[config.mk]
export PLATFORM = sky130hd
export DESIGN_NAME = gmii_rx_deframer
export DESIGN_NICKNAME = d
export VERILOG_FILES = /design/src/rtl/gmii_rx_deframer.sv
export SDC_FILE = /design/constraint.sdc
export NUM_CORES = 1
export LEC_CHECK = 0
export ABC_AREA = 1
export BUFFER_PORTS_ARGS = -buffer_cell sky130_fd_sc_hd__buf_2
export CAP_MARGIN = 20
export CORE_MARGIN = 2
export CORE_UTILIZATION = 40
export CTS_BUF_LIST = sky130_fd_sc_hd__clkbuf_4
export CTS_CLUSTER_DIAMETER = 40
export DETAILED_ROUTE_END_ITERATION = 16
export PLACE_DENSITY = 0.65
export SLEW_MARGIN = 10
export SYNTH_ARGS = -nofsm -noshare
export SYNTH_HDL_FRONTEND = slang
export SYNTH_SLANG_ARGS = --single-unit
export TNS_END_PERCENT = 30
[constraint.sdc]
create_clock -name clock -period 1.73 [get_ports clock]
set_input_delay 0.173 -clock clock [delete_from_list [all_inputs] [get_ports clock]]
set_output_delay 0.173 -clock clock [all_outputs]
set_load 0.02 [all_outputs]
[src/rtl/gmii_rx_deframer.sv]
`default_nettype none
// ----------------------------------------------------------------------------
// gmii_rx_deframer: strips preamble/SFD, checks CRC-32 and length, drops FCS
// through a 5-byte delay line and counts good/bad frames.   Rev 1.0
// ----------------------------------------------------------------------------
module gmii_rx_deframer #(
  parameter int MAX_LEN = 402,
  parameter int MIN_LEN = 64
) (
  input  logic        clock,
  input  logic        reset_n,
  input  logic [7:0]  rx_data,
  input  logic        rx_dv,
  input  logic        rx_er,
  output logic [7:0]  out_data,
  output logic        out_valid,
  output logic        out_sof,
  output logic        out_eof,
  output logic        out_good,
  output logic        out_bad,
  output logic [15:0] frames_ok,
  output logic [15:0] frames_bad
);

  localparam int               LEN_W       = $clog2(MAX_LEN + 2);
  localparam logic [LEN_W-1:0] MAX_L       = LEN_W'(MAX_LEN);
  localparam logic [LEN_W-1:0] MIN_L       = LEN_W'(MIN_LEN);
  localparam logic [LEN_W-1:0] DLY_L       = LEN_W'(5);
  localparam logic [LEN_W-1:0] LEN_ONE     = LEN_W'(1);
  localparam logic [31:0]      CRC_INIT    = 32'hFFFF_FFFF;
  localparam logic [31:0]      CRC_POLY    = 32'hEDB8_8320;
  localparam logic [31:0]      CRC_RESIDUE = 32'hDEBB_20E3;
  localparam logic [7:0]       PRE_BYTE    = 8'h55;
  localparam logic [7:0]       SFD_BYTE    = 8'hD5;

  typedef enum logic [1:0] {
    IDLE     = 2'd0,
    PREAMBLE = 2'd1,
    DATA     = 2'd2,
    DROP     = 2'd3
  } state_t;

  state_t           state_q, state_d;
  logic             armed_q, armed_d;
  logic [LEN_W-1:0] len_q, len_d;
  logic [31:0]      crc_q, crc_d;
  logic             err_q, err_d;
  logic [4:0][7:0]  dly_q, dly_d;
  logic [7:0]       out_data_q, out_data_d;
  logic             out_valid_q, out_valid_d;
  logic             out_sof_q, out_sof_d;
  logic             out_eof_q, out_eof_d;
  logic             out_good_q, out_good_d;
  logic             out_bad_q, out_bad_d;
  logic [15:0]      ok_cnt_q, ok_cnt_d;
  logic [15:0]      bad_cnt_q, bad_cnt_d;
  logic             frame_good;

  function automatic logic [31:0] crc_next(input logic [31:0] crc, input logic [7:0] data);
    logic [31:0] c;
    c = crc ^ {24'h0, data};
    for (int b = 0; b < 8; b++) begin
      c = c[0] ? ((c >> 1) ^ CRC_POLY) : (c >> 1);
    end
    return c;
  endfunction

  function automatic logic [15:0] sat_inc(input logic [15:0] v);
    return (v == 16'hFFFF) ? v : v + 16'd1;
  endfunction

  // Register already includes the received FCS, so a clean frame leaves the residue.
  assign frame_good = (crc_q == CRC_RESIDUE) && !err_q && (len_q >= MIN_L);

  always_comb begin
    state_d     = state_q;
    armed_d     = armed_q | ~rx_dv;
    len_d       = len_q;
    crc_d       = crc_q;
    err_d       = err_q;
    dly_d       = dly_q;
    out_data_d  = 8'h00;
    out_valid_d = 1'b0;
    out_sof_d   = 1'b0;
    out_eof_d   = 1'b0;
    out_good_d  = 1'b0;
    out_bad_d   = 1'b0;
    ok_cnt_d    = ok_cnt_q;
    bad_cnt_d   = bad_cnt_q;

    case (state_q)
      IDLE: begin
        if (rx_dv) begin
          state_d = (armed_q && (rx_data == PRE_BYTE)) ? PREAMBLE : DROP;
        end
      end

      PREAMBLE: begin
        if (!rx_dv) begin
          state_d = IDLE;
        end else if (rx_data == SFD_BYTE) begin
          state_d = DATA;
          crc_d   = CRC_INIT;
          len_d   = '0;
          err_d   = 1'b0;
        end else if (rx_data != PRE_BYTE) begin
          state_d = DROP;
        end
      end

      DATA: begin
        if (rx_dv) begin
          if (len_q == MAX_L) begin
            // Overflow: close the frame on the oldest buffered byte, discard the rest.
            out_valid_d = 1'b1;
            out_data_d  = dly_q[4];
            out_sof_d   = (len_q == DLY_L);
            out_eof_d   = 1'b1;
            out_bad_d   = 1'b1;
            bad_cnt_d   = sat_inc(bad_cnt_q);
            state_d     = DROP;
          end else begin
            len_d = len_q + LEN_ONE;
            crc_d = crc_next(crc_q, rx_data);
            dly_d = {dly_q[3:0], rx_data};
            if (rx_er) begin
              err_d = 1'b1;
            end
            if (len_q >= DLY_L) begin
              out_valid_d = 1'b1;
              out_data_d  = dly_q[4];
              out_sof_d   = (len_q == DLY_L);
            end
          end
        end else begin
          state_d = IDLE;
          if (len_q < DLY_L) begin
            bad_cnt_d = sat_inc(bad_cnt_q);
          end else begin
            // Last payload byte; the four bytes still in the line are the FCS.
            out_valid_d = 1'b1;
            out_data_d  = dly_q[4];
            out_sof_d   = (len_q == DLY_L);
            out_eof_d   = 1'b1;
            out_good_d  = frame_good;
            out_bad_d   = !frame_good;
            if (frame_good) begin
              ok_cnt_d  = sat_inc(ok_cnt_q);
            end else begin
              bad_cnt_d = sat_inc(bad_cnt_q);
            end
          end
        end
      end

      DROP: begin
        if (!rx_dv) begin
          state_d = IDLE;
        end
      end

      default: state_d = IDLE;
    endcase
  end

  always_ff @(posedge clock or negedge reset_n) begin
    if (!reset_n) begin
      state_q     <= IDLE;
      armed_q     <= 1'b0;
      len_q       <= '0;
      crc_q       <= '0;
      err_q       <= 1'b0;
      dly_q       <= '0;
      out_data_q  <= 8'h00;
      out_valid_q <= 1'b0;
      out_sof_q   <= 1'b0;
      out_eof_q   <= 1'b0;
      out_good_q  <= 1'b0;
      out_bad_q   <= 1'b0;
      ok_cnt_q    <= 16'h0000;
      bad_cnt_q   <= 16'h0000;
    end else begin
      state_q     <= state_d;
      armed_q     <= armed_d;
      len_q       <= len_d;
      crc_q       <= crc_d;
      err_q       <= err_d;
      dly_q       <= dly_d;
      out_data_q  <= out_data_d;
      out_valid_q <= out_valid_d;
      out_sof_q   <= out_sof_d;
      out_eof_q   <= out_eof_d;
      out_good_q  <= out_good_d;
      out_bad_q   <= out_bad_d;
      ok_cnt_q    <= ok_cnt_d;
      bad_cnt_q   <= bad_cnt_d;
    end
  end

  assign out_data   = out_data_q;
  assign out_valid  = out_valid_q;
  assign out_sof    = out_sof_q;
  assign out_eof    = out_eof_q;
  assign out_good   = out_good_q;
  assign out_bad    = out_bad_q;
  assign frames_ok  = ok_cnt_q;
  assign frames_bad = bad_cnt_q;

endmodule
`default_nettype wire

# Word-level counts from Yosys, hierarchy flattened
# Cells that the tools add are included.
[word_totals]
out_inout_bits = 45
reg_bits = 130
wordCells = 135
input_bits = 12
[classes]
mux = 62
reduce_logical = 13
order_cmp = 3
bitwise_logic = 14
n_eq_ne = 22
n_addsub = 3
[ops]
columns = ["op", "n"]
rows = [
  ["32-bit 2-to-1 mux", 12],
  ["13-bit inverter with 14-bit output", 8],
  ["16-bit 2-to-1 mux", 5],
  ["32-bit case mux with 2 select lines", 1],
  ["8-bit 2-to-1 mux", 5],
  ["9-bit 2-to-1 mux", 4],
  ["16-bit by 1-bit adder with 16-bit output, second input constant", 2],
  ["16-bit == test, second input constant", 2],
  ["32-bit == test, second input constant", 1],
  ["32-bit by 8-bit XOR with 32-bit output", 1],
  ["1-bit 2-to-1 mux", 24],
  ["9-bit case mux with 2 select lines", 1],
  ["2-bit 2-to-1 mux", 8],
  ["2-bit != test, second input constant", 7],
  ["5-bit AND reduction", 2],
  ["9-bit by 1-bit adder with 9-bit output, second input constant", 1],
  ["9-bit by 3-bit == test with 1-bit output, second input constant", 1],
  ["9-bit == test, second input constant", 1],
  ["9-bit by 3-bit greater-or-equal comparator with 1-bit output, second input constant", 1],
  ["9-bit by 7-bit greater-or-equal comparator with 1-bit output, second input constant", 1],
  ["9-bit by 3-bit < comparator with 1-bit output, second input constant", 1],
  ["8-bit by 7-bit == test with 1-bit output, second input constant", 1],
  ["8-bit == test, second input constant", 1],
  ["8-bit by 7-bit != test with 1-bit output, second input constant", 1],
  ["17 further kinds", 25],
]

# Longest topological paths before layout
# Gate-level depths: netlist of the first run.
[depth]
ltp_word = 20
depth_mapped = 13
ltp_nobuf = 13

# Least setup slack after synthesis of the first run
# OpenSTA, ideal clock, no wires.
[synth_timing]
path_type = "flip-flop to flip-flop"
start = "register bad_cnt_q[0], in the netlist frames_bad[0]"
end = "register bad_cnt_q[5], in the netlist frames_bad[5]"
setup_time_ps = 118
setup_slack_ps = -105
synth_period_minus_slack_ps = 1835
required_time_ps = 1612
path_stages_with_launch = 12
t_arrival_ps = 1717
path_cell_list = "dfrtp_1 -> ha_1 -> nand3_1 -> nor2_1 -> inv_1 -> nor2_1 -> nor2_2 -> nand2_4 -> inv_6 -> buf_12 -> nand2_1 -> o21ai_2"
[synth_between]
elab_chain_cells = 5
elab_cells_between_ends = 7
cone_classes = "add/sub (1); eq/ne (1); mux (5)"
[synth_rtl]
columns = ["element", "line", "text"]
rows = [
  ["from (decl)", "56", "logic [15:0] bad_cnt_q, bad_cnt_d;"],
  ["from (signal assigned)", "196", "bad_cnt_q <= bad_cnt_d;"],
  ["16-bit by 1-bit adder with 16-bit output / 16-bit == test (equally long branches)", "69", "return (v == 16'hFFFF) ? v : v + 16'd1;"],
  ["16-bit 2-to-1 mux (*)", "69", ""],
  ["16-bit 2-to-1 mux", "147", "if (frame_good) begin"],
  ["16-bit 2-to-1 mux", "137", "if (len_q < DLY_L) begin"],
  ["16-bit 2-to-1 mux (*)", "112", "if (rx_dv) begin"],
]
# Mark *: on every way between the ends. The rest lies on a longest branch, timed or not. The select of a mux whose other input is x is not followed.
# A chain may end at the register's enable or synchronous reset.

# Final worst setup path of the first run
[layout_timing]
start = "register len_q[6]"
end = "register crc_q[0]"
[layout_between]
elab_chain_cells = 3
[layout_rtl]
columns = ["element", "line", "text"]
rows = [
  ["from (decl)", "45", "logic [LEN_W-1:0] len_q, len_d;"],
  ["from (signal assigned)", "185", "len_q <= len_d;"],
  ["9-bit == test", "113", "if (len_q == MAX_L) begin"],
  ["2-bit != test (no line)", "-", ""],
  ["5-bit AND reduction (no line)", "-", ""],
  ["to (signal assigned)", "186", "crc_q <= crc_d;"],
  ["to (decl)", "46", "logic [31:0] crc_q, crc_d;"],
]
# No other way between the ends.

==> results of run 1 <==
-- kinds of logic after synthesis --
| family | count (synthesis) |
|---|---|
| XOR/XNOR | 60 |
| AND/OR/NAND/NOR | 582 |
| flip-flops | 130 |
| buffers and inverters | 161 |
| adder cells (fa/ha/maj) | 6 |
| AO/OA/AOI/OAI | 86 |
-- state kept, by name, summed over array words and instances (netlist names) --
name	flops
armed_q	1
crc_q	32
dly_q	40
err_q	1
frames_bad	16
frames_ok	16
len_q	9
out_bad	1
out_data	8
out_eof	1
out_good	1
out_sof	1
out_valid	1
state_q	2
-- report_power, final --
group | leakage, nW | switching [mW] | total, mW | internal (mW)
registers | 1.64 | 0.632 | 4.52 | 3.89
clock network | 0.129 | 1.33 | 1.93 | 0.605
logic | 3.38 | 4.36 | 7.75 | 3.39
-- per-layer routing --
metal | routed length, um | vias up | part of all wire, %
li1 | - | 3652 | -
met1 | 9220 | 3385 | 44
met2 | 10300 | 219 | 49
met3 | 1120 | 48 | 5.3
met4 | 522 | 0 | 2.5
met5 | 0 | - | 0
-- worst paths after layout --
path / from / to / slack (ns) / cells after the start
worst max-delay path: len_q[6]$_DFFE_PN0P_ / crc_q[0]$_DFFE_PN0P_ / -0.04 / 9
worst max register to register: len_q[6]$_DFFE_PN0P_ / crc_q[0]$_DFFE_PN0P_ / -0.04 / 9
worst min-delay path: rx_dv / state_q[0]$_DFFE_PN0P_ / 0.04 / 3
min in group asynchronous: reset_n / crc_q[4]$_DFFE_PN0P_ / 0.14 / 3
worst min register to register: dly_q[28]$_DFFE_PN0P_ / dly_q[28]$_DFFE_PN0P_ / 0.49 / 2
max in group asynchronous: reset_n / frames_bad[0]$_DFFE_PN0P_ / 0.29 / 3
-- synth_stat cells, types with 2 or more instances --
cell type  number  area, sq um
a22oi_1         4         30.0
or2_1           2         12.5
nor2_4          5         56.3
nor2_2          3         18.8
or2_2           3         18.8
a32oi_1         3         26.3
nand2_2        13         81.3
o31ai_1         6         45.0
o21ai_2         3         26.3
o22ai_1         3         18.8
nand2_4         2         22.5
clkbuf_1        4         15.0
nand4_1        17          106
nor3_2          3         30.0
xnor2_2         3         48.8
buf_2          13         65.1
nand3_1        71          355
xor2_1         47          412
dfrtp_1       130         3250
inv_1         130          488
o21ai_1        15         75.1
ha_1            6         75.1
nand3b_1        4         30.0
nor3_1         20          100
nand2_1       358         1340
inv_2           6         22.5
xnor2_1         8         70.1
nand3_2         4         40.0
a21oi_1         2         10.0
nor2_1         73          274
buf_6           4         45.0
o21ai_0        44          220
xor2_2          2         32.5
-- final cells by class --
cell class	instances	area (sq um)
Antenna cell	1	2.50
Timing Repair inverter	1	6.26
Clock inverter	15	123
Fill cell	1703	8420
Multi-Input combinational cell	735	4120
Sequential cell	130	3260
Clock buffer	17	128
Timing Repair Buffer	224	1830
Inverter	138	536
Tap cell	234	293
-- metrics by stage --
stage / total power, mW / instance area [sq um] / util [%] / TNS (ns) / setup WS, ns
floorplan: 8.39 / 7610 / - / -0.0104 / -0.0104
global placement: 10.7 / 9030 / 48.3 / 0 / 0.00809
detailed placement: 10.8 / 9030 / 48.3 / -0.175 / -0.0316
CTS: 12.9 / 9450 / 50.5 / 0 / 0.000241
global route: 15.3 / 10300 / 55.0 / -3.31 / -0.106
finish: 14.2 / 10300 / 55.0 / -0.124 / -0.0429
-- worst max-delay path, delay by kind of cell (launching register included) --
| family | cells | cell delay, ns |
|---|---|---|
| simple gates | 5 | 0.63 |
| compound gates | 1 | 0.21 |
| flops | 1 | 0.41 |
| buf+inv | 3 | 0.46 |
-- timing repair --
action | in CTS | in global routing
pin swaps | 3 | 43
hold buffers | 11 | 0
hold endpoints to repair | 139 | 0
cloned | 2 | 5
endpoints found under the setup margin | 22 | 104
setup buffers | 2 | 31
resized for setup | 8 | 142
==> impl_metrics.py, run 1 <==
metrics = {
    "run_status": {
        "status": "complete, but fails checks",
        "violations": "setup timing",
    },
    "setup_path": {
        "crit_type": "reg2reg",
        "crit_arrival_ns": 2.26,
        "startpoint_type": "flip-flop",
        "cp_common_cell": "nor2_4",
        "crit_slowest_cell": "dfrtp_1",
        "critical_path.cell_chain": "or2_4, nor2_4, nand2_2, nand2_4, nor2_4, buf_12, buf_4, clkbuf_16, a32oi_1",
        "required_ns": 2.21,
        "cp_max_fo": 19,
        "crit_path_max_incr_delay_ns": 0.41,
        "end_kind": "flip-flop",
    },
    "floorplanning": {
        "ioPinCount": 57,
        "die_h_um": 142,
        "initial_core_util_pct": 40.7,
        "rows": 50,
        "die-width_um": 142,
        "core_sq_um": 18700,
        "die-area_sq_um": 20100,
    },
    "timing": {
        "rsz0062_at_grt": "true",
        "worst_slew_pin_slew_ns": 0.849,
        "max_slew_margin_pct": 43.2,
        "finalCritPeriodShare_pct": 102,
        "skew_ns": 0.0299,
        "hold_viol_final": 0,
        "max_freq_mhz": 564,
        "hold_ws_ns": 0.0372,
        "slew_violations": 0,
        "fin_crit_ns": 1.77,
        "setup_viol": 4,
        "finalWorstSetupSlack_ns": -0.0429,
    },
    "synth": {
        "synth_compound_area_share_pct": 6.68,
        "synth-seq-area-share_pct": 42.8,
        "ys.flop_type": "dfrtp_1",
        "synth_mux_area_share_pct": 0,
        "synth_fp_nets": 1043,
        "synth-edff-count": 0,
        "ys_types": 47,
        "synth_top_family_by_area": "simple AND/OR/NAND/NOR gates",
        "synthAdderAreaFrac_pct": 0.987,
        "avgSynthCellArea_sq_um": 7.42,
        "synth.cell_area_sq_um": 7600,
        "synth_simple_gate_area_share_pct": 33.3,
        "synthXorXnorAreaFrac_pct": 7.40,
        "yosys_register_bits": 130,
        "postSynthCellCount": 1025,
        "yosysWarnings": 0,
        "async_flop_share_pct": 100,
    },
    "grt": {
        "antenna_found_initial": 1,
        "grt_util_all_layers_pct": 20.8,
        "grt_pass1_vias": 6831,
        "grt_max_degree": 40,
        "grt.met1_usage_pct": 26.7,
        "grt_busiest_layer": "met2",
        "use_met3_pct": 3.98,
        "grtUsageMet2_pct": 35.3,
        "grt_pass1_wl_mm": 33.3,
        "overflow": 0,
    },
    "clock_tree": {
        "clock_tree.root_cell": "clkbuf_4",
        "clk_pin_slew_ns": 0.13,
        "cts_max_path_buffers": 2,
        "clk_latency_ns": 0.57,
        "clock-sinks": 130,
        "cts.htree.levels": 4,
        "cts_buffers": 17,
        "cts_tree": "yes",
    },
    "route": {
        "drt_iter0_markers": 453,
        "wl_mm": 21.2,
        "first_pass_iters": 5,
        "drc": 0,
        "dr_total_vias": 7304,
        "wire_per_inst_um": 14.2,
        "avgViaCountPerCell": 4.89,
        "final_antenna_net_count": 0,
    },
    "final_layout": {
        "mostFrequentLayoutCell": "nand2_1",
        "fin_cells": 1495,
        "nNetsFinal": 1265,
        "layout_common_cells": "322 x nand2_1, 131 x buf_4, 126 x dfrtp_1, 120 x inv_1, 61 x nand3_1",
        "drive_gt1_share_pct": 31.3,
        "syn_to_final_growth_pct": 35.3,
    },
    "place": {
        "dp_hpwl_mm": 14.7,
        "place_inst": 1411,
        "port_buffers": 56,
        "routabilityCongestion": 0.901,
    },
    "power_and_ir_drop": {
        "p_leak_nw": 5.14,
        "ir_drop_v": 0.000663,
        "powerDensity_nw_per_um2": 1380,
    },
    "hold_path": {
        "hold_path.class": "in2reg",
    },
    "flow_run": {
        "drv_cap": 0,
    },
}
No activity file was read; power rests on OpenSTA's default activity.
==> inputs of run 2 (changes only) <==
- REMOVE_ABC_BUFFERS: unset -> 1
==> run 2 against run 1 <==
The run still ends with setup timing left. Final area decreased by 2.0%. Critical endpoint is now frames_bad[0]$_DFFE_PN0P_. Register-to-register slack better by 0.02 ns. Sequential share of layout area grew 0.65 points. Die area stayed put. Critical path depth rose by 2. Count of clock-buffer cells in the layout unchanged. Combinational power decreased by 8.0%. Highest routed layer unchanged. Clock skew down 0.0032 ns. Sequential cell count did not move. Maximum frequency grew 1.3%.
==> impl_metrics.py, run 2 (synthesis results as in run 1) <==
metrics = {
    "hold_path": {
        "hold-path-endpoint": "state_q[0]$_DFFE_PN0P_",
        "hold_path.startpoint": "rx_dv",
        "hold_path.class": "in2reg",
        "hold_depth": 3,
    },
    "final_layout": {
        "syn_to_final_growth_pct": 32.6,
        "regMostFlops": "dly_q",
        "nFillCells": 1735,
        "drive_gt1_share_pct": 29.0,
        "largest_reg_flops": 40,
        "layout_common_cells": "333 x nand2_1, 126 x dfrtp_1, 119 x inv_1, 117 x buf_4, 65 x nand3_1",
        "top_regs": "dly_q (40), crc_q (32)",
        "nNetsFinal": 1251,
        "mostFrequentLayoutCell": "nand2_1",
    },
    "grt": {
        "grt_pass1_vias": 6759,
        "grt_pass1_wl_mm": 32.2,
        "overflow": 0,
        "grt_max_degree": 70,
        "antenna_found_initial": 1,
        "grt_util_all_layers_pct": 20.1,
    },
    "setup_path": {
        "required_ns": 2.19,
        "r2r_start": "len_q[0]$_DFFE_PN0P_",
        "worstReg2RegEnd": "frames_bad[0]$_DFFE_PN0P_",
        "crit_type": "reg2reg",
        "timing.critical_path.buf_inv": 2,
        "rr_worst_depth": 11,
        "r2r_slack_ns": -0.02,
        "cp_common_cell": "nand2_2",
        "cp_max_fo": 6,
        "crit_path_max_incr_delay_ns": 0.43,
        "end_kind": "flip-flop",
        "startpoint_type": "flip-flop",
        "critical_path.cell_chain": "inv_2, ha_4, nand2_2, nor2_4, nand2_1, nand2_2, nand2_2, nor2_4, nand2_4, buf_6, xnor2_2",
        "crit_slowest_cell": "dfrtp_1",
        "crit_arrival_ns": 2.21,
        "cpLargestDelayFamily": "simple AND/OR/NAND/NOR gates",
    },
    "clock_tree": {
        "cts_max_path_buffers": 2,
        "cts_buffers": 17,
        "cts.htree.levels": 4,
        "clk_pin_slew_ns": 0.12,
        "clk_latency_ns": 0.58,
        "clock-sinks": 130,
        "cts_tree": "yes",
        "clock_tree.root_cell": "clkbuf_4",
    },
    "route": {
        "wl_mm": 20.6,
        "final_antenna_net_count": 0,
        "avgViaCountPerCell": 4.90,
        "first_pass_iters": 5,
        "dr_total_vias": 7253,
        "drt_iter0_markers": 515,
        "drc": 0,
        "wire_per_inst_um": 13.9,
    },
    "floorplanning": {
        "die-area_sq_um": 20100,
        "initial_core_util_pct": 40.7,
        "core_sq_um": 18700,
        "ioPinCount": 57,
        "die_h_um": 142,
        "rows": 50,
        "die-width_um": 142,
    },
    "run_status": {
        "status": "complete, but fails checks",
        "violations": "setup timing",
    },
    "timing": {
        "skew_ns": 0.0267,
        "setup_viol": 2,
        "rsz0062_at_grt": "true",
        "slew_violations": 0,
        "finalWorstSetupSlack_ns": -0.0197,
        "hold_viol_final": 0,
        "max_freq_mhz": 572,
        "finalCritPeriodShare_pct": 101,
        "fin_crit_ns": 1.75,
        "max_slew_margin_pct": 54.3,
        "worst_slew_pin_slew_ns": 0.684,
        "setup_tns_ns": -0.0232,
    },
    "place": {
        "routabilityCongestion": 0.959,
        "port_buffers": 56,
        "dp_hpwl_mm": 14.5,
    },
    "flow_run": {
        "drv_cap": 0,
    },
    "power_and_ir_drop": {
        "power.total_mw": 13.9,
        "pwr-share-clk_pct": 16.3,
        "intPower_mw": 7.82,
        "powerDensity_nw_per_um2": 1370,
        "ir_drop_v": 0.000533,
        "p_comb_share_pct": 51.4,
        "power_switching_mw": 6.04,
        "seqPwrFrac_pct": 32.3,
        "sw_frac_of_total_pct": 43.6,
        "p_leak_nw": 5.05,
    },
}
## run 2: cell types whose count changed in the layout (fill, tap and decap cells not counted), moves of 6 or more
| cell | previous run | this run |
|---|---|---|
| buf_4 | 131 | 117 |
| nand2_1 | 322 | 333 |
| nand2_4 | 16 | 10 |
| nor2_2 | 22 | 14 |
| nor2_4 | 7 | 13 |
| o21ai_0 | 32 | 40 |
## run 2: worst max path at each step
stage               slack, ns  cells after the start                    endpoint             startpoint
floorplan               -1.42                      9        crc_q[1]$_DFFE_PN0P_   len_q[0]$_DFFE_PN0P_
global placement         0.01                     11  frames_bad[12]$_DFFE_PN0P_   crc_q[2]$_DFFE_PN0P_
detailed placement      -0.03                     13   frames_bad[9]$_DFFE_PN0P_   len_q[0]$_DFFE_PN0P_
CTS                    -0.004                     11   frames_bad[0]$_DFFE_PN0P_   len_q[0]$_DFFE_PN0P_
global route            -0.11                     10   frames_ok[14]$_DFFE_PN0P_  crc_q[27]$_DFFE_PN0P_
finish                  -0.02                     11   frames_bad[0]$_DFFE_PN0P_   len_q[0]$_DFFE_PN0P_
## run 2: layout make-up
type	count	area [sq um]	share of cell area, %
inverters	138	533	5.29
diodes	1	2.50	0.0248
repair inverters	1	8.76	0.0869
well taps	234	293	2.90
flip-flops and latches	130	3260	32.3
clock inverters	15	171	1.70
repair buffers	209	1650	16.4
clock buffers	17	128	1.27
multi-input cells	736	4040	40.0
## run 2: timing repair
action / in CTS / in global routing
hold buffers: 11 / 0
setup buffers: 0 / 24
pin swaps: 2 / 23
resized for setup: 3 / 117
cloned: 1 / 4
endpoints found under the setup margin: 14 / 71
hold endpoints to repair: 139 / 0
## run 2: stage by stage
| step | setup WS (ns) | area (sq um) | std cells | util [%] | hold WS (ns) |
|---|---|---|---|---|---|
| detailed placement | -0.0326 | 9020 | 1408 | 48.2 | 0.0200 |
| floorplan | -1.42 | 7450 | 1002 | - | -0.123 |
| finish | -0.0197 | 10100 | 1481 | 53.9 | 0.0372 |
| CTS | -0.00395 | 9450 | 1452 | 50.5 | 0.00278 |
| global route | -0.108 | 10100 | 1481 | 53.9 | 0.0148 |
| global placement | 0.0124 | 9020 | 1408 | 48.2 | 0.0180 |
## run 2: routing by layer
| metal | GRT usage [%] | vias to the layer above | share of wire, % |
|---|---|---|---|
| met2 | 34.0 | 177 | 49 |
| met5 | 0 | - | 0 |
| met4 | 7.58 | 0 | 1.9 |
| met1 | 26.0 | 3419 | 45 |
| li1 | - | 3625 | - |
| met3 | 3.24 | 32 | 4.0 |
## run 2: power by group through the flow
stage	logic, mW	registers, mW	clock network [mW]
after floorplan	3.69	4.56	0
after global placement	6.11	4.46	0
after detailed placement	6.22	4.49	0
after CTS	6.31	4.43	2.30
after global routing	7.84	4.59	2.44
final	7.13	4.48	2.25
## run 2: worst reg2reg max path, stage by stage, from the launching register on
cell and delay, ns:
dfrtp_1 0.43, inv_2 0.09, ha_4 0.13, nand2_2 0.07, nor2_4 0.08, nand2_1 0.06, nand2_2 0.12, nand2_2 0.08
nor2_4 0.18, nand2_4 0.15, buf_6 0.15, xnor2_2 0.11
==> inputs of run 3 (changes only) <==
- CELL_PAD_IN_SITES_DETAIL_PLACEMENT: unset -> 0
- CELL_PAD_IN_SITES_GLOBAL_PLACEMENT: unset -> 1
- PLACE_DENSITY: 0.65 -> 0.82
==> run 3 against run 2 <==
The run now ends clean. Power is 1.5% higher. Non-clock buffer count is 2 higher. Final cell count is 0.14% higher. Sequential cell count stayed put. Critical path depth is 1 lower. Sequential power hardly changed. Highest routed layer unchanged. Largest cell class unchanged. Utilization is 0.78 points higher. Worst setup slack better by 0.037 ns. Wire length is 0.57% higher. Final area is 1.5% higher.
==> impl_metrics.py, run 3 (synthesis results as in run 1) <==
metrics = {
    "run_status": {
        "status": "finished clean",
    },
    "route": {
        "avgViaCountPerCell": 4.85,
        "wl_mm": 20.7,
        "first_pass_iters": 5,
        "final_antenna_net_count": 0,
        "drc": 0,
        "drt_iter0_markers": 366,
        "wire_per_inst_um": 14.0,
        "dr_total_vias": 7199,
    },
    "hold_path": {
        "hold_path.startpoint": "rx_dv",
        "hold_path.class": "in2reg",
        "hold-path-endpoint": "state_q[0]$_DFFE_PN0P_",
        "hold_depth": 3,
    },
    "clock_tree": {
        "cts_tree": "yes",
        "cts_max_path_buffers": 2,
        "clk_latency_ns": 0.56,
        "cts.htree.levels": 4,
        "clock-sinks": 130,
        "clock_tree.root_cell": "clkbuf_4",
        "clk_pin_slew_ns": 0.14,
        "cts_buffers": 17,
    },
    "timing": {
        "finalCritPeriodShare_pct": 99.0,
        "skew_ns": 0.0285,
        "hold_viol_final": 0,
        "setup_tns_ns": 0,
        "slew_violations": 0,
        "worst_slew_pin_slew_ns": 0.452,
        "fin_crit_ns": 1.71,
        "max_slew_margin_pct": 69.9,
        "rsz0062_at_grt": "true",
        "max_freq_mhz": 584,
        "finalWorstSetupSlack_ns": 0.0172,
        "setup_viol": 0,
    },
    "final_layout": {
        "multi_input_area_sq_um": 4110,
        "syn_to_final_growth_pct": 34.5,
        "regMostFlops": "dly_q",
        "layout_common_cells": "332 x nand2_1, 126 x dfrtp_1, 120 x buf_4, 112 x inv_1, 58 x nand3_1",
        "largest_reg_flops": 40,
        "nNetsFinal": 1252,
        "final_util_pct": 54.7,
        "mostFrequentLayoutCell": "nand2_1",
        "drive_gt1_share_pct": 30.9,
        "top_regs": "dly_q (40), crc_q (32)",
        "nFillCells": 1758,
        "area.sequential_sq_um": 3260,
    },
    "floorplanning": {
        "die-width_um": 142,
        "initial_core_util_pct": 40.7,
        "die-area_sq_um": 20100,
        "die_h_um": 142,
        "ioPinCount": 57,
        "core_sq_um": 18700,
        "rows": 50,
    },
    "place": {
        "post-place-ws_ns": -0.0584,
        "dp_hpwl_mm": 15.1,
        "port_buffers": 56,
        "routabilityCongestion": 0.924,
    },
    "setup_path": {
        "r2r_start": "len_q[6]$_DFFE_PN0P_",
        "r2r_slack_ns": 0.02,
        "required_ns": 2.20,
        "worstReg2RegEnd": "frames_bad[4]$_DFFE_PN0P_",
        "crit_type": "reg2reg",
        "end_kind": "flip-flop",
        "cp_max_fo": 8,
        "crit_arrival_ns": 2.19,
        "startpoint_type": "flip-flop",
        "rr_worst_depth": 10,
    },
    "grt": {
        "grt_pass1_vias": 6753,
        "antenna_found_initial": 2,
        "overflow": 0,
        "grt_pass1_wl_mm": 33.4,
        "grt_util_all_layers_pct": 20.9,
        "grt_max_degree": 43,
    },
    "power_and_ir_drop": {
        "sw_frac_of_total_pct": 42.7,
        "pwr-share-clk_pct": 17.4,
        "p_leak_nw": 5.15,
        "ir_drop_v": 0.000647,
        "p_comb_share_pct": 50.5,
        "powerDensity_nw_per_um2": 1370,
        "seqPwrFrac_pct": 32.1,
        "power_switching_mw": 6.01,
        "intPower_mw": 8.06,
    },
    "flow_run": {
        "drv_cap": 0,
    },
}
[run 3: changes by cell type in the layout (fill, tap and decap cells not counted), moves of 3 or more]
cell	before	now
buf_4	117	120
nor2_2	14	17
inv_1	119	112
nand3_1	65	58
inv_2	16	23
nor2_1	54	50
o21ai_2	5	9
nand3_2	10	17
[run 3: how the worst max path moves through the flow]
stage / to / cells after the start / start
3_3_place_gp: crc_q[18]$_DFFE_PN0P_ / 12 / crc_q[0]$_DFFE_PN0P_
2_1_floorplan: crc_q[1]$_DFFE_PN0P_ / 9 / len_q[0]$_DFFE_PN0P_
3_5_place_dp: frames_bad[4]$_DFFE_PN0P_ / 12 / len_q[0]$_DFFE_PN0P_
5_1_grt: crc_q[21]$_DFFE_PN0P_ / 12 / len_q[0]$_DFFE_PN0P_
6_report: frames_bad[4]$_DFFE_PN0P_ / 10 / len_q[6]$_DFFE_PN0P_
4_1_cts: dly_q[19]$_DFFE_PN0P_ / 10 / len_q[0]$_DFFE_PN0P_
[run 3: through the flow]
| stage | power (mW) | instances | hold slack (ns) | cell area (sq um) |
|---|---|---|---|---|
| 2_1_floorplan | 8.25 | 1002 | -0.123 | 7450 |
| 4_1_cts | 13.4 | 1458 | 0.00339 | 9540 |
| 6_report | 14.1 | 1483 | 0.0523 | 10200 |
| 3_5_place_dp | 10.8 | 1412 | 0.133 | 9050 |
| 5_1_grt | 15.2 | 1483 | 0.0311 | 10200 |
| 3_3_place_gp | 10.7 | 1412 | 0.130 | 9050 |
[run 3: layer usage]
| metal | part of all wire [%] | global-route usage (%) |
|---|---|---|
| met3 | 4.2 | 3.44 |
| met2 | 47 | 34.3 |
| met1 | 47 | 28.5 |
| met5 | 0 | 0 |
| met4 | 1.4 | 6.26 |
[run 3: final cells by class]
class | count | area share (%)
Antenna cell | 2 | 0.0489
Timing Repair Buffer | 211 | 16.4
Sequential cell | 130 | 31.8
Clock inverter | 14 | 1.97
Timing Repair inverter | 1 | 0.0856
Clock buffer | 18 | 1.32
Multi-Input combinational cell | 735 | 40.2
Inverter | 138 | 5.23
Tap cell | 234 | 2.86
[run 3: worst max-delay path, stage by stage (launching register included)]
cell	delay [ns]
dfrtp_1	0.40
or2_4	0.27
nor2_4	0.11
nand2_1	0.06
nand2_2	0.11
nand2_2	0.08
nor2_4	0.18
nand2_8	0.12
buf_6	0.15
o21ai_2	0.10
nand2_1	0.06
[run 3: what timing repair did]
item | 4_1_cts | 5_1_grt
endpoints found under the setup margin | 25 | 110
cloned | 1 | 2
setup buffers | 3 | 21
endpoints found under the hold margin | 139 | 0
pin swaps | 3 | 47
hold buffers | 10 | 0
resized for setup | 11 | 143
[run 3: power groups by stage]
stage	combinational (mW)	clock, mW	sequential [mW]
6_report	7.10	2.45	4.51
3_3_place_gp	6.18	0	4.50
3_5_place_dp	6.27	0	4.53
2_1_floorplan	3.69	0	4.56
4_1_cts	6.36	2.52	4.47
5_1_grt	7.91	2.62	4.62
